===== config.mk =====
export PLATFORM = sky130hd
export DESIGN_NAME = iterative_normalizer
export DESIGN_NICKNAME = d
export VERILOG_FILES = /design/src/rtl/iterative_normalizer.sv
export SDC_FILE = /design/constraint.sdc
export NUM_CORES = 1
export LEC_CHECK = 0
export ABC_CLOCK_PERIOD_IN_PS = 9800
export BUFFER_PORTS_ARGS = -buffer_cell sky130_fd_sc_hd__buf_2
export CAP_MARGIN = 0
export CORE_MARGIN = 2
export CORE_UTILIZATION = 50
export CTS_BUF_LIST = sky130_fd_sc_hd__clkbuf_16
export DETAILED_ROUTE_END_ITERATION = 10
export PLACE_DENSITY = 0.73
export SYNTH_ARGS = -nofsm -noshare
export SYNTH_HDL_FRONTEND = slang
export SYNTH_SLANG_ARGS = --single-unit
export TNS_END_PERCENT = 10

===== constraint.sdc =====
create_clock -name clock -period 9.8 [get_ports clock]
set_input_delay 0 -clock clock [delete_from_list [all_inputs] [get_ports clock]]
set_output_delay 0 -clock clock [all_outputs]
set_load 0.005 [all_outputs]

===== src/rtl/iterative_normalizer.sv =====
// Leading-zero normalizer: one binary-search stage (16,8,4,2,1) per cycle, done LOG2W+1 cycles after start.
// No backpressure: start is taken only while ready=1 (IDLE or DONE) and ignored during RUN.
module iterative_normalizer #(
  parameter int WIDTH = 32,
  parameter int LOG2W = 5
) (
  input  logic             clock,
  input  logic             reset,
  input  logic             start,
  input  logic [WIDTH-1:0] din,
  output logic             ready,
  output logic             done,
  output logic [WIDTH-1:0] dout,
  output logic [LOG2W-1:0] shamt,
  output logic             zero
);

  typedef enum logic [1:0] {IDLE, RUN, DONE} state_t;

  state_t           state, state_nxt;
  logic [WIDTH-1:0] w, w_nxt;
  logic [LOG2W-1:0] cnt, cnt_nxt, step;
  logic [LOG2W:0]   k;
  logic             last;

  // One search stage: if the top k bits are empty, shift them out and set the matching shamt bit.
  always_comb begin
    k       = (LOG2W+1)'(WIDTH >> (int'(step) + 1));
    last    = (step == LOG2W'(LOG2W-1));
    w_nxt   = w;
    cnt_nxt = cnt;
    if ((w >> (WIDTH - int'(k))) == '0) begin
      w_nxt   = w << k;
      cnt_nxt = cnt | (LOG2W'(1) << (LOG2W'(LOG2W-1) - step));
    end
  end

  always_ff @(posedge clock or posedge reset) begin
    if (reset) state <= IDLE;
    else       state <= state_nxt;
  end

  always_comb begin
    state_nxt = state;
    ready     = (state != RUN);
    done      = (state == DONE);
    unique case (state)
      IDLE:    if (start) state_nxt = RUN;
      RUN:     if (last)  state_nxt = DONE;
      DONE:    state_nxt = start ? RUN : IDLE;
      default: state_nxt = IDLE;
    endcase
  end

  // The final w is all-zero exactly when the operand was, so zero needs no separate copy of din.
  always_ff @(posedge clock or posedge reset) begin
    if (reset) begin
      w     <= '0;
      cnt   <= '0;
      step  <= '0;
      dout  <= '0;
      shamt <= '0;
      zero  <= 1'b0;
    end else if (start && state != RUN) begin
      w    <= din;
      cnt  <= '0;
      step <= '0;
    end else if (state == RUN) begin
      w    <= w_nxt;
      cnt  <= cnt_nxt;
      step <= step + LOG2W'(1);
      if (last) begin
        dout  <= w_nxt;
        shamt <= cnt_nxt;
        zero  <= (w_nxt == '0);
      end
    end
  end

endmodule


# ---- Yosys cells after proc, flatten, opt, wreduce, memory -nomap -nowiden
# Index checks and enable logic that the tools add are counted.
dict set report word_totals {
  latchBits 0
  rom_bits 0
  mem_bits_rw 0
  reg_bits 82
  mem_count 0
  elab_cells 42
  output_inout_bits 40
  in_bits 35
}
dict set report op_classes {
  n_div 0
  n_mux 12
  n_reduce_logical 7
  mul 0
  bitwise_logic 2
  addsub 4
  shifts 4
  n_lt_le_gt_ge 0
  eq_ne 6
}
# op count
set op_table {}
lappend op_table {{$mux 32} 3}
lappend op_table {{$logic_not 32->1} 2}
lappend op_table {{$shl 32x6->32} 1}
lappend op_table {{$shr 32x32->32} 1}
lappend op_table {{$mux 5} 5}
lappend op_table {{$sub 6x6->7 const A} 1}
lappend op_table {{$add 5x1->6 const B} 1}
lappend op_table {{$pmux 2 s3} 1}
lappend op_table {{$shr 6x6->6 const A} 1}
lappend op_table {{$add 5x1->5 const B} 1}
lappend op_table {{$eq 5x3->1 const B} 1}
lappend op_table {{$or 5x5->5} 1}
lappend op_table {{$shl 1x5->5 const A} 1}
lappend op_table {{$sub 3x5->5 const A} 1}
lappend op_table {{$mux 2} 2}
lappend op_table {{$ne 2x2->1 const B} 2}
lappend op_table {{$reduce_and 3->1} 1}
lappend op_table {{$eq 2x1->1 const B} 1}
lappend op_table {{$eq 2x2->1 const B} 1}
lappend op_table {{$logic_not 2->1} 1}
lappend op_table {{$ne 2x1->1 const B} 1}
lappend op_table {{$reduce_and 2->1} 1}
lappend op_table {{$reduce_bool 2->1} 1}
lappend op_table {{$logic_and 1x1->1} 1}
lappend op_table {{2 further kinds} 2}

# ---- Longest topological paths before layout
dict set report logic_depth {
  word_depth 8
  ltp_mapped 25
  mapped_depth_nobuf 14
}

# ---- Worst setup path before layout
# Ideal clock, no wire load.
dict set report synth_timing {
  path_kind {register to register}
  start {register step[0]}
  end {register w[9]}
  setup_ns 0.094
  period_less_slack_ns 5.212
  required_time_ns 9.706
  arrival_ns 5.118
  stages_incl_launch_ff 24
  slack_ns 4.588
  n_path_buf 11
  cell_sequence {dfrtp_1 > buf_6 > or4_4 > nor2_8 > inv_4 > buf_6 > clkbuf_1 > buf_1 > buf_1 > ha_1 > clkbuf_1 > buf_2 > clkbuf_1 > mux4_2 > o22ai_1 > a41oi_1 > o31ai_1 > nand4_2 > and2_1 > buf_6 > a21o_1 > buf_6 > buf_6 > a221oi_2}
}
dict set report synth_via {
  elab_chain_cells 8
  elab_cells_between_ends 9
  cone_classes {add/sub: 2; shift: 3; mux: 3; reduce/logical: 1}
}
# element line
set synth_lines {}
lappend synth_lines {{start: declaration} 22} ;# logic [LOG2W-1:0] cnt, cnt_nxt, step;
lappend synth_lines {{start signal: assignment} 71} ;# step <= step + LOG2W'(1);
lappend synth_lines {{$add 5x1->6 (*)} 28} ;# k = (LOG2W+1)'(WIDTH >> (int'(step) + 1));
lappend synth_lines {{$shr 6x6->6 (*)} 28}
lappend synth_lines {{$sub 6x6->7} 32} ;# if ((w >> (WIDTH - int'(k))) == '0) begin
lappend synth_lines {{$shr 32x32->32} 32}
lappend synth_lines {{$logic_not 32->1} 32}
lappend synth_lines {{$mux 32 (*)} 32}
lappend synth_lines {{$mux 32 (*)} 68} ;# end else if (state == RUN) begin
lappend synth_lines {{$mux 32 (*)} 64} ;# end else if (start && state != RUN) begin
lappend synth_lines {{end signal: assignment} 65} ;# w <= din;
lappend synth_lines {{end signal: assignment} 69} ;# w <= w_nxt;
lappend synth_lines {{end: declaration} 21} ;# logic [WIDTH-1:0] w, w_nxt;
# Every way passes the cells marked *; elsewhere a longest branch is shown, timed or not. The select of a mux whose other input is x is not followed.
# A chain may end at the register's enable or synchronous reset.

# ---- Worst setup path in the final report
dict set report layout_timing {
  start {register step[0]}
  end {register w[13]}
}
# The elaborated chain is that of the path after synthesis.

==> summary.txt <==
=================================================================================
Status ............................................................. finished, final reports clean
Slew Limit Headroom ................................................        23.0%
Part of the Yosys area used for sequential elements ................        30.2%
Distinct cell type count of the synthesized netlist ................           80
CORE AREA ..........................................................    13200 um2
Setup fix buffers added after clock tree synthesis .................            0
Most used flip-flop cell after synthesis ...........................      dfrtp_1
Area added between synthesis and finish ............................        12.9%
Critical Path AT ...................................................      6.90 ns
CTS resizes ........................................................            0
Placer congestion estimate .........................................         1.02
Wire length of the first global-routing pass .......................     40200 um
Final period util ..................................................        68.0%
Mapped Area ........................................................     6790 um2
Yosys synthesis warning count ......................................            0
Pin count of the biggest net entering global routing ...............           83
Chip height ........................................................       121 um
Placed wire-length estimate after detailed placement ...............     17600 um
Post-DRT Antenna Nets ..............................................            0
Post-synthesis cell count ..........................................          900
Unrepaired setup endpoints after global routing ....................           no
Share of post-route cells with drive strength above 1 ..............        15.1%
Flop and latch count out of synthesis ..............................           82
Cell types with the largest area share after synthesis ............. dfrtp_1, nand2_1, nor2_1
Largest family of logic cells by synthesized area .................. compound AO/OA/AOI/OAI gates
Final hold violations ..............................................            0
Number of design rule violations left after detail routing .........            0
Via count of the first global-routing pass .........................         7046
Ys async rst share .................................................         100%
Reported max-cap violation count ...................................            0
Peak per-stage delay on the critical path ..........................      0.94 ns
Initial antenna violation count ....................................            0
Final TNS setup ....................................................         0 ns
Syn Area/Cell ......................................................     7.55 um2
Max Buffers Root-to-Sink ...........................................            2
Nature of the critical path endpoint ...............................    flip-flop
Vias ...............................................................         7715
Class of the tightest hold or removal check ........................ primary input to flip-flop
CTS H-tree lvls ....................................................            3
IO Port Bufs .......................................................           74
Count of pins on the block boundary ................................           75
Remaining Overflow, GRT ............................................            0
Fmax achieved ......................................................    0.150 GHz
Chain of cells forming the critical path ........................... buf_4 -> or4_4 -> nor2_8 -> inv_4 -> ha_1 -> buf_4 -> nor3b_1 -> nor2_1 -> or3_4 -> a2111oi_2 -> a31oi_1 -> o311ai_2 -> nand4_2 -> nand2_1 -> nand2_1 -> o221a_2
Routed wire length .................................................     25700 um
Number of CTS-inserted buffers .....................................            9
Filler Cells Inserted ..............................................         1221
Footprint of the flip-flops and latches ............................     2050 um2
Clk Tree Root Cell .................................................    clkbuf_16
Violation count after the first detailed-route iteration ...........         1181
Count of nets after finishing ......................................          966
Source-to-sink clock delay at the later pin of the worst-skew pair .      0.36 ns
Standard-cell rows .................................................           42
Wirelength per Cell ................................................      23.2 um
Total count of max-transition violations in the final report .......            0
Number of sinks handled by clock tree synthesis ....................           82
Multiplexer fraction of the synthesized cell area ..................        5.03%
Area occupied by multi-input gates .................................     4180 um2
Clock-pin slew on the worst setup and hold paths ...................      0.07 ns
CTS tree ...........................................................          yes
Post-synthesis cell type with the largest combined area ............      dfrtp_1
Crit-path slowest cell .............................................      nand2_1
Initial DRT Pass Iterations ........................................            6
Share of synthesized cell area in and, or, nand and nor gates ......        25.8%
Shortest period the worst path allows ..............................      6.66 ns
Share of the synthesized area in the top cell type .................        30.2%
Synthesized-area fraction occupied by ao, oa, aoi and oai cells ....        29.7%
Post-synth net total ...............................................          938
Global routing usage summed across all routing layers ..............        35.6%
Number of antenna cells inserted ...................................            0
Startpoint types ...................................................    flip-flop
Setup-violating endpoint count in the final report .................            0
Synthesized-area fraction occupied by xor and xnor cells ...........       0.387%
Post-synth EDFFs ...................................................            0
Req. time, crit path ...............................................     10.04 ns
Final setup skew ...................................................    0.0109 ns
Initial Util .......................................................        51.3%
Width of the die ...................................................       121 um
Worst Setup Path Type .............................................. flip-flop to flip-flop
Tightest Pin Transition ............................................      1.15 ns
Area enclosed by the die boundary ..................................    14500 um2
Hold_buf cts .......................................................           32
DR vias/cell .......................................................         6.96
Maximum fanout along the worst path ................................           53
Area share of fa/ha/maj cells after synthesis ......................       0.553%
=================================================================================
synth_stat cells, types with 14 or more instances:
library cell	instances
nor2_1	85
dfrtp_1	82
a31oi_1	47
o21ai_0	53
clkbuf_1	62
nor3_1	44
mux2i_1	15
or3_1	17
a21oi_1	57
inv_1	20
buf_2	21
nand2_1	122
a211oi_1	14
nand3_1	43
path summary, 6_finish.rpt:
path,from,to,slack [ns],cells after the start
max in group asynchronous,reset,dout[9],8.61,4
min in group asynchronous,reset,state[1],0.51,4
worst min register to register,dout[4],dout[4],0.47,2
worst min-delay path,din[12],w[12],0.01,3
worst max register to register,step[0],w[13],3.14,16
worst max-delay path,step[0],w[13],3.14,16
logic make-up (layout without fill, tap and decap cells):
logic type,count (synthesis),after routing
xor+xnor,3,3
mux,24,24
flops,82,82
compound gates,288,288
simple gates,371,371
buf+inv,129,162
fa+ha+maj,3,3
metal layers:
metal	vias up	global-route usage [%]	share of wire, %
li1	3415	-	-
met1	3611	48.5	40
met2	581	52.8	43
met3	108	9.20	12
met4	0	17.0	4.8
met5	-	0	0
placed cells by master, fill, tap and decap left out, types with 12 or more instances in the layout:
master	instances
o21ai_0	53
nor2_1	85
a211oi_1	14
or3_1	17
dfrtp_1	82
nand3_1	43
o221a_2	12
dlygate4sd3_1	32
a21oi_1	57
nor3_1	43
a31oi_1	47
inv_1	19
mux2i_1	15
nand2_1	122
buf_2	74
buf_4	14
sequential cells by signal, summed over array words and instances (netlist names):
| register | flops |
|---|---|
| shamt | 5 |
| zero | 1 |
| state | 2 |
| dout | 32 |
| cnt | 5 |
| step | 5 |
| w | 32 |
area by class of cell:
type	instances	share of cell area, %
inverters	26	1.32
multi-input cells	689	54.5
well taps	176	2.87
clock buffers	9	2.94
repair buffers	120	10.4
clock inverters	7	1.21
flip-flops and latches	82	26.8
worst max-delay path, delay by kind of cell (launching register included):
family / cells / cell delay [ns]
simple gates: 8 / 3.36
compound gates: 4 / 1.12
buf+inv: 3 / 1.06
flops: 1 / 0.59
fa+ha+maj: 1 / 0.37
through the flow:
step	worst slack [ns]	instances	hold WS (ns)	utilization [%]	area (um2)
2_1_floorplan	4.59	900	0.127	-	6790
3_3_place_gp	3.49	1061	0.231	53.1	7030
4_1_cts	3.35	1109	0.00474	57.9	7670
6_report	3.14	1109	0.00956	57.9	7670
5_1_grt	2.81	1109	0.0246	57.9	7670
3_5_place_dp	3.38	1061	0.229	53.1	7030
Power is left out: the tool's default activity adds up to more than one toggle a clock period on the data nets, which glitch-free logic cannot reach.
